File: config.mk
export PLATFORM = sky130hd
export DESIGN_NAME = uart_axis_rx
export DESIGN_NICKNAME = d
export VERILOG_FILES = /design/src/rtl/uart_axis_rx.sv
export SDC_FILE = /design/constraint.sdc
export NUM_CORES = 1
export LEC_CHECK = 0
export CORE_UTILIZATION = 55
export DETAILED_ROUTE_END_ITERATION = 12
export PLACE_DENSITY = 0.78
export SLEW_MARGIN = 20
export SYNTH_ARGS = -nofsm -noshare
export SYNTH_HDL_FRONTEND = slang
export SYNTH_SLANG_ARGS = --single-unit
File: constraint.sdc
create_clock -name clk -period 4.4 [get_ports clk]
set_input_delay 0.66 -clock clk [delete_from_list [all_inputs] [get_ports clk]]
set_output_delay 0.66 -clock clk [all_outputs]
set_load 0.03 [all_outputs]
File: src/rtl/uart_axis_rx.sv
// UART receiver: 2-FF synchronised serial input, mid-bit sampling FSM and an
// AXI4-Stream holding register with frame, parity and overrun error pulses.
module uart_axis_rx #(
  parameter int CLK_FREQ   = 50_000_000,
  parameter int BAUD_RATE  = 115200,
  parameter int DATA_WIDTH = 8,
  parameter int PARITY     = 0,
  parameter int STOP_BIT   = 1
) (
  input  logic                  clk,
  input  logic                  rst,
  input  logic                  rx_wire,
  output logic [DATA_WIDTH-1:0] m_axis_tdata,
  output logic                  m_axis_tvalid,
  input  logic                  m_axis_tready,
  output logic                  frame_error,
  output logic                  parity_error,
  output logic                  overrun_error
);

  localparam int BAUD_DIV = CLK_FREQ / BAUD_RATE;
  localparam int HALF_DIV = BAUD_DIV / 2;
  localparam int CW       = $clog2(BAUD_DIV + 1);
  localparam int IW       = (DATA_WIDTH > 1) ? $clog2(DATA_WIDTH) : 1;

  localparam logic [CW-1:0] LAST_CNT  = CW'(BAUD_DIV - 1);
  localparam logic [CW-1:0] HALF_CNT  = CW'(HALF_DIV - 1);
  localparam logic [IW-1:0] LAST_BIT  = IW'(DATA_WIDTH - 1);
  localparam logic          LAST_STOP = (STOP_BIT == 2);

  typedef enum logic [2:0] {IDLE, START, DATA, PAR, STOP, BREAK} state_t;

  state_t                state_q, state_d;
  logic                  sync1_q, rxS_q, rxPrev_q;
  logic [CW-1:0]         cnt_q, cnt_d;
  logic [IW-1:0]         bitIdx_q, bitIdx_d;
  logic                  stopIdx_q, stopIdx_d;
  logic [DATA_WIDTH-1:0] shift_q, shift_d;
  logic                  parBad_q, parBad_d;
  logic                  frameBad_q, frameBad_d;
  logic                  done_q, done_d;
  logic [DATA_WIDTH-1:0] tdata_q;
  logic                  tvalid_q, frameErr_q, parErr_q, overrun_q;
  logic                  parExp;

  assign parExp = (PARITY == 1) ? ~^shift_q : ^shift_q;

  // Flops reset high so the idle line never looks like a start edge.
  always_ff @(posedge clk or posedge rst) begin
    if (rst) begin
      sync1_q  <= 1'b1;
      rxS_q    <= 1'b1;
      rxPrev_q <= 1'b1;
    end else begin
      sync1_q  <= rx_wire;
      rxS_q    <= sync1_q;
      rxPrev_q <= rxS_q;
    end
  end

  always_ff @(posedge clk or posedge rst) begin
    if (rst) begin
      state_q    <= IDLE;
      cnt_q      <= '0;
      bitIdx_q   <= '0;
      stopIdx_q  <= 1'b0;
      shift_q    <= '0;
      parBad_q   <= 1'b0;
      frameBad_q <= 1'b0;
      done_q     <= 1'b0;
    end else begin
      state_q    <= state_d;
      cnt_q      <= cnt_d;
      bitIdx_q   <= bitIdx_d;
      stopIdx_q  <= stopIdx_d;
      shift_q    <= shift_d;
      parBad_q   <= parBad_d;
      frameBad_q <= frameBad_d;
      done_q     <= done_d;
    end
  end

  always_comb begin
    state_d    = state_q;
    cnt_d      = (cnt_q == LAST_CNT) ? '0 : cnt_q + CW'(1);
    bitIdx_d   = bitIdx_q;
    stopIdx_d  = stopIdx_q;
    shift_d    = shift_q;
    parBad_d   = parBad_q;
    frameBad_d = frameBad_q;
    done_d     = 1'b0;
    case (state_q)
      IDLE: begin
        cnt_d      = '0;
        bitIdx_d   = '0;
        stopIdx_d  = 1'b0;
        parBad_d   = 1'b0;
        frameBad_d = 1'b0;
        if (rxPrev_q && !rxS_q) state_d = START;
      end
      START: begin
        if (cnt_q == HALF_CNT) state_d = rxS_q ? IDLE : DATA;
      end
      DATA: begin
        if (cnt_q == LAST_CNT) begin
          shift_d = {rxS_q, shift_q[DATA_WIDTH-1:1]};
          if (bitIdx_q == LAST_BIT) begin
            bitIdx_d = '0;
            state_d  = (PARITY != 0) ? PAR : STOP;
          end else begin
            bitIdx_d = bitIdx_q + IW'(1);
          end
        end
      end
      PAR: begin
        if (cnt_q == LAST_CNT) begin
          if (rxS_q != parExp) parBad_d = 1'b1;
          state_d = STOP;
        end
      end
      // A low stop sample aborts at once; the last good one exits mid-bit.
      STOP: begin
        if (cnt_q == LAST_CNT) begin
          if (!rxS_q) begin
            frameBad_d = 1'b1;
            done_d     = 1'b1;
            state_d    = BREAK;
          end else if (stopIdx_q == LAST_STOP) begin
            done_d  = 1'b1;
            state_d = IDLE;
          end else begin
            stopIdx_d = 1'b1;
          end
        end
      end
      BREAK: begin
        cnt_d = '0;
        if (rxS_q) state_d = IDLE;
      end
      default: state_d = IDLE;
    endcase
    if (state_d != state_q) cnt_d = '0;
  end

  // Completion cycle: frame errors discard the word, parity is advisory.
  always_ff @(posedge clk or posedge rst) begin
    if (rst) begin
      tdata_q    <= '0;
      tvalid_q   <= 1'b0;
      frameErr_q <= 1'b0;
      parErr_q   <= 1'b0;
      overrun_q  <= 1'b0;
    end else begin
      frameErr_q <= 1'b0;
      parErr_q   <= 1'b0;
      overrun_q  <= 1'b0;
      if (tvalid_q && m_axis_tready) tvalid_q <= 1'b0;
      if (done_q) begin
        if (frameBad_q) begin
          frameErr_q <= 1'b1;
        end else begin
          parErr_q <= parBad_q;
          if (!tvalid_q || m_axis_tready) begin
            tdata_q  <= shift_q;
            tvalid_q <= 1'b1;
          end else begin
            overrun_q <= 1'b1;
          end
        end
      end
    end
  end

  assign m_axis_tdata  = tdata_q;
  assign m_axis_tvalid = tvalid_q;
  assign frame_error   = frameErr_q;
  assign parity_error  = parErr_q;
  assign overrun_error = overrun_q;

endmodule
== Yosys cells after proc, flatten, opt, wreduce, memory -nomap -nowiden ==
Cells that the tools add are included.

* Add/subtract/negate cells: 2
* Equality and inequality tests: 16
* Muxes and demuxes: 42
* Bitwise operators: 1
* Reduce and logical (&&, ||, !) cells: 17

{| class="wikitable"
|+ Operator list
! operator !! count
|-
| 2-to-1 mux 3 bit || 11
|-
| 2-to-1 mux 9 bit || 3
|-
| 2-to-1 mux 1 bit || 22
|-
| one-hot mux 3 bit (6 select lines) || 1
|-
| != test 2 bit, second input constant || 6
|-
| AND reduction 3 bit || 4
|-
| adder 9 x 1 -> 9 bit, second input constant || 1
|-
| == test 3 bit, second input constant || 3
|-
| == test 9 x 8 -> 1 bit, second input constant || 1
|-
| == test 9 bit, second input constant || 1
|-
| XOR reduction 8 bit || 1
|-
| == test 3 x 2 -> 1 bit, second input constant || 2
|-
| one-hot mux 1 bit (2 select lines) || 3
|-
| one-hot mux 3 bit (2 select lines) || 1
|-
| nonzero test 2 bit || 3
|-
| AND reduction 2 bit || 2
|-
| adder 3 x 1 -> 3 bit, second input constant || 1
|-
| == test 3 x 1 -> 1 bit, second input constant || 1
|-
| zero test 3 bit || 1
|-
| != test 3 bit || 1
|-
| logical AND 1 bit || 2
|-
| zero test 1 bit || 2
|-
| 2-to-1 mux 2 bit || 1
|-
| OR reduction 2 bit || 1
|-
| 3 further kinds || 3
|}

* Bits in registers: 42
* Input bits: 4
* Output and inout bits: 12
* Logic and storage cells: 94

== Depth between registers and ports, before layout ==
* Word-level depth: 6
* Gate-level depth with buffers: 7
* Depth with buffers taken out: 6

== Worst setup path before layout ==
Ideal clock, no wire load.

* Path kind: input to register
* Start: input m_axis_tready
* End: register tdata_q[0], in the netlist m_axis_tdata[0]
* Arrival: 1.523 ns
* Required time: 4.275 ns
* Setup slack: 2.753 ns
* Stages: 4
* Path buffers: 1
* Cells stage by stage: nand2b_1 nand2b_1 clkbuf_1 mux2_2

* Longest elaborated chain between the ends: 2

{| class="wikitable"
|+ Ends and longest elaborated chain
! element !! line !! text
|-
| start, declared || 15 || <nowiki>input logic m_axis_tready,</nowiki>
|-
| logical OR 1 bit || 163 || <nowiki>if (!tvalid_q || m_axis_tready) begin</nowiki>
|-
| AND reduction 3 bit (no source line) || -- ||
|-
| end signal, assigned || 164 || <nowiki>tdata_q <= shift_q;</nowiki>
|-
| end, declared || 42 || <nowiki>logic [DATA_WIDTH-1:0] tdata_q;</nowiki>
|}

No other way between the ends.
A chain may end at the register's enable or synchronous reset.

== Final worst setup path ==
* Start: register tdata_q[4], in the netlist m_axis_tdata[4]
* End: output m_axis_tdata[4]

{| class="wikitable"
|+ RTL lines
! element !! line !! text
|-
| end, declared || 13 || <nowiki>output logic [DATA_WIDTH-1:0] m_axis_tdata,</nowiki>
|}

No word-level cell between the ends.

==> results.tsv <==
stage	metric	value	unit
outcome	outcome	finished, final reports clean	
setup_path	crit path max fanout	2	
detailed_routing	Final ANT Viol Nets	0	
synthesis	Post-synth EDFFs	0	
global_routing	vias in the first global route	1359	
timing	FMAX	0.4867	GHz
clocking	total CTS buffers	5	
die	Die Width	62.13	um
power_and_ir_drop	maximum vdd ir drop	0.2814	mV
synthesis	Post-synth top flop	dfrtp_1	
global_routing	largest net degree at the start of global routing	43	
timing	Tcrit/Tclk final	46.70	%
clocking	postcts setup bufs	0	
finish	Final #Nets	194	
clocking	clock sink count	42	
global_routing	initial antenna violation count	0	
synthesis	register bit total from synthesis	42	
worst_hold_path	Hold/Removal Path Class	register to register	
timing	RSZ-0062 raised after global routing	false	
detailed_routing	DRC viols	0	
timing	minimum clock period	2055	ps
power_and_ir_drop	Lkg Pwr	1.031	nW
timing	setup TNS	0	ps
die	die span in y	62.13	um
die	# IOs	16	
synthesis	Yosys cell types	42	
synthesis	Mapped Avg Cell Area	11.91	um2
timing	Final Setup Violations	0	
die	core area	3390	um2
clocking	Max clock buf depth	2	
power_and_ir_drop	Pwr Total	0.7769	mW
clocking	CTS clk-pin slew, worst paths	120	ps
synthesis	yosys warns	0	
clocking	Root Driver	clkbuf_4	
placed_design	PortBufs	15	
detailed_routing	Wirelength per Cell	14.97	um
finish	diodes inserted	0	
setup_path	crit end category	primary output	
setup_path	Largest delay share family, worst path	buffers and inverters	
global_routing	first-pass GRT wire length	6285	um
clocking	CTS tree	built	
die	row count	21	
detailed_routing	WL final	3474	um
setup_path	critical path class	register to primary output	
setup_path	critical path buffer and inverter count	1	
clocking	clk_lat worst skew	350	ps
synthesis	Synth top area share	49.09	%
setup_path	Req. time, crit path	3740	ps
synthesis	cells after synthesis	167	
setup_path	WP data arrival	1390	ps
synthesis	Post-synth ARST share	100.0	%
finish	Final Util	66.85	%
synthesis	Synth top cells by count	dfrtp_1 (39), mux2_2 (16), nor2_1 (13)	
placed_design	gpl congestion	0.8375	
synthesis	synthesized area	1988	um2
synthesis	top post-synthesis cells by area	dfrtp_1 (49%), mux2_2 (9.1%), xnor2_1 (4.4%)	
global_routing	grt ovf	0	
die	die area	3860	um2
detailed_routing	Pre-Repair DR Iteration Count	4	
synthesis	post-synthesis sequential area ratio	53.05	%
timing	Slew Limit Headroom	58.24	%
die	Initial Util	58.66	%
global_routing	GRT Util Overall	20.89	%
clocking	# hold bufs at CTS	0	
setup_path	Critical Path Slowest Stage Cell	clkdlybuf4s50_1	
power_and_ir_drop	pwr dens	342.9	nW/um2
synthesis	Synth area leader	dfrtp_1	
detailed_routing	DR iter-0 viols	44	
detailed_routing	vias	1301	
setup_path	worst-path cell chain	clkdlybuf4s50_1	
timing	final hold viol count	0	
finish	share of cells above drive strength 1	18.82	%
finish	Area Overhead vs Synth	13.97	%
detailed_routing	Via density	5.608	
clocking	H-tree depth	2	
synthesis	top-count cell post-synth	dfrtp_1	
finish	area of the multi-input gates	884.6	um2
placed_design	post-DP HPWL	2500	um
timing	Final Slew Violations	0	
finish	Reg area	1055	um2
run	max_cap viols	0	
setup_path	CP Launch Type	register	
synthesis	syn nets	176	
timing	Max Clock Skew	4.721	ps
clocking	post-CTS sizing	0	
timing	actual slew at the worst max-slew pin	625.4	ps
finish	Filler Cells Inserted	257	
setup_path	CP peak stage delay	670	ps
## through the flow
stage	hold WS, ps	instance area [um2]	setup WS, ps	cells
global placement	346.7	2181	2367	224
detailed placement	353.2	2181	2328	224
global route	373.5	2266	2281	232
CTS	370.6	2266	2327	232
floorplan	345.2	1988	2753	167
finish	367.9	2266	2345	232
## layer usage
layer	vias up	part of all wire (%)	wire length, um	global-route usage (%)
met1	640	46	1602	26.75
met4	0	1.7	58	8.721
met3	8	3.6	125	4.228
met2	28	49	1688	34.62
li1	625	-	-	-
met5	-	0	0	0
## cell type report
cell class,count,area share (%)
Multi-Input combinational cell,113,39.04
Tap cell,46,2.540
Clock buffer,7,2.430
Inverter,7,1.160
Sequential cell,42,46.55
Clock inverter,1,1.325
Timing Repair Buffer,16,6.957
## sequential cells by signal (all words and copies together) (netlist names)
signal and flops:
bitIdx_q 3, cnt_q 9, done_q 1, frameBad_q 1, frame_error 1, m_axis_tdata 8
m_axis_tvalid 1, overrun_error 1, parBad_q 1, parity_error 1, rxPrev_q 1, rxS_q 1
shift_q 8, state_q 3, stopIdx_q 1, sync1_q 1
## layout by cell type (no fill, tap or decap), drive strengths merged, types with 2 or more instances in the layout
cell type	synthesis	layout
a211oi	7	7
a21boi	2	2
a21oi	2	2
and2	3	3
and4b	2	2
and4bb	2	2
clkbuf	2	7
clkdlybuf4s50	0	15
dfrtp	39	39
dfstp	3	3
ha	5	5
inv	7	7
mux2	16	16
nand2	7	7
nand2b	6	6
nand3	7	7
nand4	3	3
nor2	13	13
nor2b	2	2
nor3	2	2
o21a	2	2
o21ai	5	5
or3	2	2
or3b	2	2
xnor2	10	10
xor2	3	3
## path summary, 6_finish.rpt
check	depth (start not counted)	from	slack (ps)	end
worst max-delay path	1	m_axis_tdata[4]	2350	m_axis_tdata[4]
worst max register to register	6	cnt_q[1]	2450	cnt_q[0]
worst min-delay path	0	sync1_q	370	rxS_q
min in group asynchronous	3	rst	720	shift_q[0]
max in group asynchronous	3	rst	3320	sync1_q
worst min register to register	0	sync1_q	370	rxS_q
## kinds of logic (layout without fill, tap and decap cells)
| group | count (synthesis) | after routing | share of synthesized area (%) |
|---|---|---|---|
| adders and majority gates | 5 | 5 | 3.147 |
| DFF | 42 | 42 | 53.05 |
| buffers and inverters | 12 | 31 | 2.455 |
| AOI/OAI and AO/OA | 25 | 25 | 9.126 |
| xor gates and xnor gates | 14 | 14 | 6.860 |
| and+or+nand+nor | 53 | 53 | 16.30 |
| muxes | 16 | 16 | 9.062 |
## where the power goes
| part | switching, mW | total [mW] | internal (mW) |
|---|---|---|---|
| Combinational | 0.0505 | 0.0886 | 0.0381 |
| Clock | 0.119 | 0.255 | 0.136 |
| Sequential | 0.0289 | 0.433 | 0.404 |
No activity file was read; power rests on OpenSTA's default activity.
